**src/rtl/wptr_handler_if.sv**
```systemverilog
// Write-side handshake bundle for an asynchronous FIFO write pointer handler.
//   winc        : write request for the current cycle
//   rptr        : Gray-coded read pointer arriving from the read clock domain
//   wptr        : registered Gray-coded write pointer sent to the read domain
//   waddr       : binary write address into the FIFO memory
//   full        : registered FIFO-full flag
//   almost_full : registered fill-level threshold flag
//   wlevel      : write-side view of the fill level
//   overflow    : sticky flag, a write was attempted while full
// master = the write-side client / read-domain source, slave = wptr_handler.
interface wptr_handler_if #(
    parameter int ADDR_WIDTH = 5
);
    logic                  winc;
    logic [ADDR_WIDTH-1:0] rptr;
    logic [ADDR_WIDTH-1:0] wptr;
    logic [ADDR_WIDTH-2:0] waddr;
    logic                  full;
    logic                  almost_full;
    logic [ADDR_WIDTH-1:0] wlevel;
    logic                  overflow;

    modport master (
        output winc, rptr,
        input  wptr, waddr, full, almost_full, wlevel, overflow
    );

    modport slave (
        input  winc, rptr,
        output wptr, waddr, full, almost_full, wlevel, overflow
    );
endinterface

```
**src/rtl/wptr_handler.sv**
```systemverilog
// Write-domain pointer handler for an asynchronous FIFO.
// Keeps the binary write pointer, publishes it in Gray code, synchronises the
// read pointer through two flops and derives full / almost_full / level.
// Ports:
//   wclk  : write clock, all flops rising-edge
//   w_rst : synchronous active-high reset
//   wif   : wptr_handler_if.slave bundle (winc, rptr in; wptr, waddr, full,
//           almost_full, wlevel, overflow out)
// ADDR_WIDTH must be at least 3; FIFO depth is 2^(ADDR_WIDTH-1).
module wptr_handler #(
    parameter int ADDR_WIDTH   = 5,
    parameter int AFULL_THRESH = 12
) (
    input  logic           wclk,
    input  logic           w_rst,
    wptr_handler_if.slave  wif
);
    localparam int AW = ADDR_WIDTH;
    localparam logic [AW-1:0] AFULL_LVL = AW'(AFULL_THRESH);

    logic [AW-1:0] rq1_q, rq1_d;
    logic [AW-1:0] rq2_q, rq2_d;
    logic [AW-1:0] wbin_q, wbin_d;
    logic [AW-1:0] wptr_q, wptr_d;
    logic [AW-1:0] wlevel_q, wlevel_d;
    logic          full_q, full_d;
    logic          afull_q, afull_d;
    logic          ovf_q, ovf_d;

    logic [AW-1:0] wbin_next;
    logic [AW-1:0] rbin_sync;
    logic [AW-1:0] level_next;
    logic          wr_accept;

    function automatic logic [AW-1:0] gray2bin(input logic [AW-1:0] g);
        logic [AW-1:0] b;
        b[AW-1] = g[AW-1];
        for (int i = AW - 2; i >= 0; i--) begin
            b[i] = b[i+1] ^ g[i];
        end
        return b;
    endfunction

    always_comb begin
        // Acceptance uses the registered full, so a write on the edge where
        // full drops is still refused and must be retried.
        wr_accept  = wif.winc & ~full_q;
        wbin_next  = wbin_q + AW'(wr_accept);
        rbin_sync  = gray2bin(rq2_q);
        level_next = wbin_next - rbin_sync;

        rq1_d    = wif.rptr;
        rq2_d    = rq1_q;
        wbin_d   = wbin_next;
        wptr_d   = wbin_next ^ (wbin_next >> 1);
        // Full when the pointers differ only in the wrap bit: in Gray code
        // that is the top two bits inverted and the rest equal.
        full_d   = (wptr_d == {~rq2_q[AW-1:AW-2], rq2_q[AW-3:0]});
        wlevel_d = level_next;
        afull_d  = (level_next >= AFULL_LVL);
        ovf_d    = ovf_q | (wif.winc & full_q);
    end

    always_ff @(posedge wclk) begin
        if (w_rst) begin
            rq1_q    <= '0;
            rq2_q    <= '0;
            wbin_q   <= '0;
            wptr_q   <= '0;
            wlevel_q <= '0;
            full_q   <= 1'b0;
            afull_q  <= 1'b0;
            ovf_q    <= 1'b0;
        end else begin
            rq1_q    <= rq1_d;
            rq2_q    <= rq2_d;
            wbin_q   <= wbin_d;
            wptr_q   <= wptr_d;
            wlevel_q <= wlevel_d;
            full_q   <= full_d;
            afull_q  <= afull_d;
            ovf_q    <= ovf_d;
        end
    end

    assign wif.wptr        = wptr_q;
    assign wif.waddr       = wbin_q[AW-2:0];
    assign wif.full        = full_q;
    assign wif.almost_full = afull_q;
    assign wif.wlevel      = wlevel_q;
    assign wif.overflow    = ovf_q;

endmodule

```
**src/flat_wrapper.sv**
```systemverilog
// flat-port wrapper written by rule: the top's interface ports become plain ports
module wptr_handler_flat 
#(
    parameter int ADDR_WIDTH   = 5,
    parameter int AFULL_THRESH = 12
)
  (wclk, w_rst, wif_winc, wif_rptr, wif_wptr, wif_waddr, wif_full, wif_almost_full, wif_wlevel, wif_overflow);
  wptr_handler_if #(.ADDR_WIDTH(ADDR_WIDTH)) wif_i ();
  input  logic wclk;
  input  logic w_rst;
  input wire logic [$bits(wif_i.winc)-1:0] wif_winc;
  input wire logic [$bits(wif_i.rptr)-1:0] wif_rptr;
  output wire logic [$bits(wif_i.wptr)-1:0] wif_wptr;
  output wire logic [$bits(wif_i.waddr)-1:0] wif_waddr;
  output wire logic [$bits(wif_i.full)-1:0] wif_full;
  output wire logic [$bits(wif_i.almost_full)-1:0] wif_almost_full;
  output wire logic [$bits(wif_i.wlevel)-1:0] wif_wlevel;
  output wire logic [$bits(wif_i.overflow)-1:0] wif_overflow;
  assign wif_i.winc = wif_winc;
  assign wif_i.rptr = wif_rptr;
  assign wif_wptr = wif_i.wptr;
  assign wif_waddr = wif_i.waddr;
  assign wif_full = wif_i.full;
  assign wif_almost_full = wif_i.almost_full;
  assign wif_wlevel = wif_i.wlevel;
  assign wif_overflow = wif_i.overflow;
  wptr_handler #(.ADDR_WIDTH(ADDR_WIDTH), .AFULL_THRESH(AFULL_THRESH)) u_core (.wclk(wclk), .w_rst(w_rst), .wif(wif_i));
endmodule
```
**config.mk**
```make
export PLATFORM = sky130hd
export DESIGN_NAME = wptr_handler_flat
export DESIGN_NICKNAME = d
export VERILOG_FILES = /design/src/rtl/wptr_handler_if.sv /design/src/rtl/wptr_handler.sv /design/src/flat_wrapper.sv
export SDC_FILE = /design/constraint.sdc
export NUM_CORES = 1
export LEC_CHECK = 0
export ABC_AREA = 1
export CORE_MARGIN = 8
export CORE_UTILIZATION = 53
export DETAILED_ROUTE_END_ITERATION = 12
export GPL_ROUTABILITY_DRIVEN = 0
export PLACE_DENSITY = 0.93
export SYNTH_ARGS = -nofsm -noshare
export SYNTH_HDL_FRONTEND = slang
export SYNTH_SLANG_ARGS = --single-unit
```
**constraint.sdc**
```tcl
create_clock -name wclk -period 6.55 [get_ports wclk]
set_clock_uncertainty 0.05 [all_clocks]
set_input_delay 1.6375 -clock wclk [delete_from_list [all_inputs] [get_ports wclk]]
set_output_delay 1.6375 -clock wclk [all_outputs]
set_load 0.02 [all_outputs]
```
==> results of run 1 <==
==> registers in the layout, summed over array words and instances, names as in the netlist <==
signal,count
u_core.rq2_q,5
u_core.wif.wptr,5
u_core.wbin_q,4
u_core.wif.wlevel,5
u_core.rq1_q,5
u_core.wif.full,1
u_core.wif.almost_full,1
u_core.wif.overflow,1
==> critical path: stages <==
cell	delay (ns)
clkdlybuf4s50_1	0.49
inv_1	0.04
nor2_1	0.08
ha_1	0.21
ha_1	0.28
nand2_1	0.11
nand2_2	0.14
inv_1	0.09
ha_1	0.34
a21oi_1	0.14
o21ai_0	0.11
xnor2_1	0.19
nand2b_1	0.13
nand2_1	0.04
==> through the flow <==
| stage | hold WS, ns | cells |
|---|---|---|
| finish | 0.3597 | 218 |
| global route | 0.3773 | 218 |
| CTS | 0.3608 | 218 |
| detailed placement | 0.3420 | 214 |
| global placement | 0.3393 | 214 |
| floorplan | 0.3383 | 165 |
==> kinds of logic after synthesis <==
logic type      share of synthesized area (%)
fa+ha+maj                               7.876
compound gates                          2.901
simple gates                            32.13
buf+inv                                 10.88
xor+xnor                                1.451
flops                                   44.77
==> where the power goes <==
| part | switching (uW) | total (uW) | internal [uW] |
|---|---|---|---|
| sequential | 5.09 | 183 | 178 |
| clock | 47.9 | 70.8 | 22.9 |
| combinational | 50.4 | 90.2 | 39.8 |
==> final cells by class <==
class                      count  share of cell area (%)
inverter                      30                   7.550
clock inverter                 1                  0.3356
multi-input combinational    105                   35.91
timing repair buffer          24                   16.11
clock buffer                   3                   1.510
sequential                    27                   36.24
tap                           28                   2.349
==> cells in the mapped netlist <==
cell type   n  area (sq um)
nand3_1    14         70.07
nand2_1    36         135.1
xnor2_1     1         8.760
xor2_1      1         8.760
o21ai_0     1         5.000
a21oi_1     6         30.03
fa_1        1         20.02
nand2b_1    1         6.260
inv_1      30         112.6
buf_6       1         11.26
nand3_2     1         10.01
nand2_2     6         37.54
ha_1        6         75.07
and3_1      1         6.260
nand4_1     4         25.02
clkbuf_1    2         7.510
dfxtp_1    27         540.5
nor2_1     26         97.59
==> routing by layer <==
layer | track usage (%) | vias to the layer above
li1 | - | 553
met1 | 12.88 | 474
met2 | 23.95 | 64
met3 | 3.659 | 16
met4 | 8.914 | 0
met5 | 0 | -
==> worst paths after layout <==
kind / startpoint / to / slack (ns) / cells after the start
worst max-delay path: wif_winc / u_core.wif.almost_full$_SDFF_PP0_ / 2.71 / 14
worst min register to register: u_core.rq1_q[2]$_SDFF_PP0_ / u_core.rq2_q[2]$_SDFF_PP0_ / 0.36 / 2
worst min-delay path: u_core.rq1_q[2]$_SDFF_PP0_ / u_core.rq2_q[2]$_SDFF_PP0_ / 0.36 / 2
worst max register to register: u_core.rq2_q[4]$_SDFF_PP0_ / u_core.wif.almost_full$_SDFF_PP0_ / 4.10 / 19
==> out/results.ini, run 1 <==
[setup_path]
cp-start-kind=input pin
cp_max_fo=5
endpoint_kind=register
worstPathArrival_ns=4.03
worstPathRequired_ns=6.74
worstSetupPathType=in -> reg

[timing]
max_clock_freq_ghz=0.2604
finalCritPeriodShare_pct=58.62
final.setup.tns_ns=0
max-slew-margin-rel_pct=47.83
hold_violations=0
worst_pin_slew_ns=0.7801
fin_crit_ns=3.840
setup_slack_ns=2.710
setup_viol=0
rsz0062_at_grt=false
final_max_slew_viol_count=0

[route]
dr_wl_met2_um=1298
vias=1107
post-route-drc-count=0
routed_wl_um=2598
drtPass1Iterations=5
met1_length_um=966
via_per_inst=5.078
drt_iter0_markers=84
met3_length_um=239
wire_per_inst_um=11.92
final_antenna_net_count=0
top_layer=met4

[finish]
fin_util_pct=68.08
fillers=172
layout-drive-gt1-share_pct=5.789
synthToLayoutAreaGrowth_pct=23.52
final_area_sq_um=1491
final_cell_mix=nand2_1 (36), inv_1 (30), dfxtp_1 (27), nor2_1 (26), clkdlybuf4s50_1 (24)
multi_input_area_sq_um=535.5
register_area_sq_um=540.5
final_common_cell=nand2_1
insertedDiodeCount=0
final_nets=206

[cts]
cts_tree=yes
root_buffer=clkbuf_4
cts-resized-gates=0
clock_path_buffers=2
cts.sinks=27
clk_latency_ns=0.32
cts.reportedPaths.clkPinSlew_ns=0.14
htreeDepth=1
post-cts-setup-buffers=0
cts_made_buffers=3
hold_buffers=0

[die]
die_area_sq_um=4062
core_area_sq_um=2191
ios=25
dieWidth_um=63.73
start_util_pct=55.11
row_count=17
die_h_um=63.73

[outcome]
status=completed

[power]
leakagePower_uw=0.0007251
power_uw=343.9
vdd_drop_max_mv=0.1729
power_density_nw_per_um2=230.6

[place]
post_dp_cell_area_sq_um=1464
dpl.hpwl_um=2059
port_buffers=24
post-place-ws_ns=2.381

[global_routing]
grt_overflow=0
grt_pass1_wl_um=4402
grt_pass1_vias=1039
antenna_found_initial=0
grt_max_degree=24
grtUsageTotal_pct=13.24

[hold_path]
min_path_type=reg -> reg

[yosys]
synth.distinct_cells=18
syn_inst=165
syn_area_per_cell_sq_um=7.318
yosysSeqAreaShare_pct=44.77
syn_nets=180
syn_area_sq_um=1207
synth_warnings=0
synth-seq-cells=27

[job]
drv_cap=0

Note: power is estimated with default switching activity, not from simulation.
==> inputs of run 2 (changes only) <==
--- a/config.mk
+++ b/config.mk
@@ -7,10 +7,10 @@
 export LEC_CHECK = 0
 export ABC_AREA = 1
 export CORE_MARGIN = 8
-export CORE_UTILIZATION = 53
+export CORE_UTILIZATION = 44
 export DETAILED_ROUTE_END_ITERATION = 12
 export GPL_ROUTABILITY_DRIVEN = 0
-export PLACE_DENSITY = 0.93
+export PLACE_DENSITY = 0.84
 export SYNTH_ARGS = -nofsm -noshare
 export SYNTH_HDL_FRONTEND = slang
 export SYNTH_SLANG_ARGS = --single-unit
==> constraint.sdc (replaced) <==
create_clock -name wclk -period 3.4 [get_ports wclk]
set_clock_uncertainty 0.05 [all_clocks]
set_input_delay 0.85 -clock wclk [delete_from_list [all_inputs] [get_ports wclk]]
set_output_delay 0.85 -clock wclk [all_outputs]
set_load 0.02 [all_outputs]
==> out/results.ini, run 2 (synthesis gave the netlist of run 1 again) <==
[outcome]
status=completed

[route]
via_per_inst=4.775  ; -6.0%
drtPass1Iterations=4  ; -1
final_antenna_net_count=0  ; unchanged
wire_per_inst_um=10.26  ; -14%
post-route-drc-count=0  ; unchanged
routed_wl_um=2277  ; -12%
vias=1060  ; -4.2%
drt_iter0_markers=31  ; -63%

[finish]
multi_input_area_sq_um=535.5  ; unchanged
final_common_cell=nand2_1
synthToLayoutAreaGrowth_pct=24.35
final_nets=207  ; +0.49%
fillers=273  ; +59%
insertedDiodeCount=0  ; unchanged
layout-drive-gt1-share_pct=5.759  ; -0.030 points
final_cell_mix=nand2_1 (36), inv_1 (30), dfxtp_1 (27), nor2_1 (26), clkdlybuf4s50_1 (24)
register_area_sq_um=540.5  ; unchanged

[die]
start_util_pct=44.95  ; -10 points
core_area_sq_um=2686  ; +23%
row_count=19  ; +2
ios=25  ; unchanged
dieWidth_um=68.39  ; +7.3%
die_area_sq_um=4677  ; +15%
die_h_um=68.39  ; +7.3%

[power]
vdd_drop_max_mv=0.3095  ; +79%
leakagePower_uw=0.0007272  ; +0.29%
power_frac_seq_pct=54.0  ; +0.8 points
switching_power_uw=186.5  ; +80%
swShare_pct=28.61  ; -1.5 points
p_clk_share_pct=20.0  ; -0.6 points
power_density_nw_per_um2=434.1  ; +88%
p_int_uw=465.3  ; +94%
p_comb_share_pct=26.0  ; -0.2 points

[cts]
clk_latency_ns=0.31  ; about the same
root_buffer=clkbuf_4
cts.sinks=27  ; unchanged
post-cts-setup-buffers=0  ; unchanged
cts-resized-gates=0  ; unchanged
cts_tree=yes
hold_buffers=0  ; unchanged
cts_made_buffers=3  ; unchanged
htreeDepth=1  ; unchanged
cts.reportedPaths.clkPinSlew_ns=0.13  ; about the same
clock_path_buffers=2  ; unchanged

[global_routing]
grt_max_degree=24  ; unchanged
grt_pass1_wl_um=3946  ; -10%
grt_overflow=0  ; unchanged
grt_pass1_vias=968  ; -6.8%
antenna_found_initial=0  ; unchanged
grtUsageTotal_pct=10.89  ; -2.3 points

[place]
dpl.hpwl_um=1779  ; -14%
post-place-ws_ns=0.07946  ; -2.302 ns
port_buffers=24  ; unchanged

[setup_path]
r2r_slack_ns=0.99  ; -3.11 ns
worstPathArrival_ns=3.19  ; -0.84 ns
cp_max_fo=5  ; unchanged
worst_r2r_path_depth=19  ; unchanged
cp-start-kind=input pin
endpoint_kind=register
endpoint=u_core.wif.almost_full$_SDFF_PP0_
timing.rr.start=u_core.rq2_q[4]$_SDFF_PP0_
r2r-end=u_core.wif.almost_full$_SDFF_PP0_
crit_path_start=wif_winc
worstSetupPathType=in -> reg
worstPathRequired_ns=3.57  ; -3.17 ns

[timing]
setup_viol=0  ; unchanged
worst_pin_slew_ns=0.2792  ; -0.5009 ns
final_max_slew_viol_count=0  ; unchanged
max-slew-margin-rel_pct=81.36  ; +34 points
fin_crit_ns=3.020
hold_violations=0  ; unchanged
setup_slack_ns=0.3798  ; -2.330 ns
max_clock_freq_ghz=0.3311
finalCritPeriodShare_pct=88.83
rsz0062_at_grt=false
final.setup.tns_ns=0  ; unchanged

[job]
drv_cap=0  ; unchanged

[hold_path]
min_path_type=reg -> reg

## run 2: cell count changes in the layout (fill, tap and decap cells not counted)
cell      delta
clkinv_2     -1
clkbuf_1     +1
buf_4        +1
## run 2: critical path, cell delays in order
cell	delay, ns
clkdlybuf4s50_1	0.47
inv_1	0.04
nor2_1	0.08
ha_1	0.21
ha_1	0.25
nand2_1	0.10
nand2_2	0.13
inv_1	0.09
ha_1	0.34
nand2_1	0.11
nand2_1	0.06
a21oi_1	0.18
nand2_1	0.09
nand3_1	0.11
nand2_1	0.06
## run 2: layout make-up
| class | instances | share of cell area [%] |
|---|---|---|
| clock buffer | 4 | 1.750 |
| tap | 31 | 2.583 |
| timing repair buffer | 25 | 16.50 |
| multi-input combinational | 105 | 35.67 |
| sequential | 27 | 36.00 |
| inverter | 30 | 7.500 |
## run 2: through the flow
stage / std cells / power, uW / hold slack (ns) / util [%] / cell area (sq um)
floorplan: 165 / 463.9 / 0.3383 / - / 1207
global placement: 218 / 526.1 / 0.3386 / 54.91 / 1475
detailed placement: 218 / 530.2 / 0.3459 / 54.91 / 1475
CTS: 222 / 664.3 / 0.3643 / 55.89 / 1501
global route: 222 / 707.3 / 0.3887 / 55.89 / 1501
finish: 222 / 651.8 / 0.3613 / 55.89 / 1501
## run 2: layer usage
metal | vias to the layer above | part of all wire (%) | wire length (um) | global-route usage [%]
li1 | 552 | - | - | -
met4 | 0 | 1.8 | 40 | 4.604
met5 | - | 0 | 0 | 0
met2 | 32 | 46 | 1051 | 19.05
met3 | 4 | 8.0 | 182 | 1.964
met1 | 472 | 44 | 1003 | 12.64
## run 2: power groups by stage
stage | registers [uW] | logic, uW | clock network (uW)
finish | 352 | 169 | 130
global route | 356 | 189 | 162
CTS | 353 | 172 | 140
detailed placement | 360 | 171 | 0
global placement | 359 | 168 | 0
floorplan | 385 | 79.3 | 0
## run 2: how the worst min path moves through the flow
stage,from,to,slack (ns),depth (start not counted)
finish,u_core.rq1_q[1]$_SDFF_PP0_,u_core.rq2_q[1]$_SDFF_PP0_,0.36,2
global route,u_core.rq1_q[2]$_SDFF_PP0_,u_core.rq2_q[2]$_SDFF_PP0_,0.39,2
CTS,u_core.rq1_q[1]$_SDFF_PP0_,u_core.rq2_q[1]$_SDFF_PP0_,0.36,2
detailed placement,u_core.rq1_q[1]$_SDFF_PP0_,u_core.rq2_q[1]$_SDFF_PP0_,0.35,2
global placement,u_core.rq1_q[3]$_SDFF_PP0_,u_core.rq2_q[3]$_SDFF_PP0_,0.34,2
floorplan,u_core.rq1_q[0]$_SDFF_PP0_,u_core.rq2_q[0]$_SDFF_PP0_,0.34,2
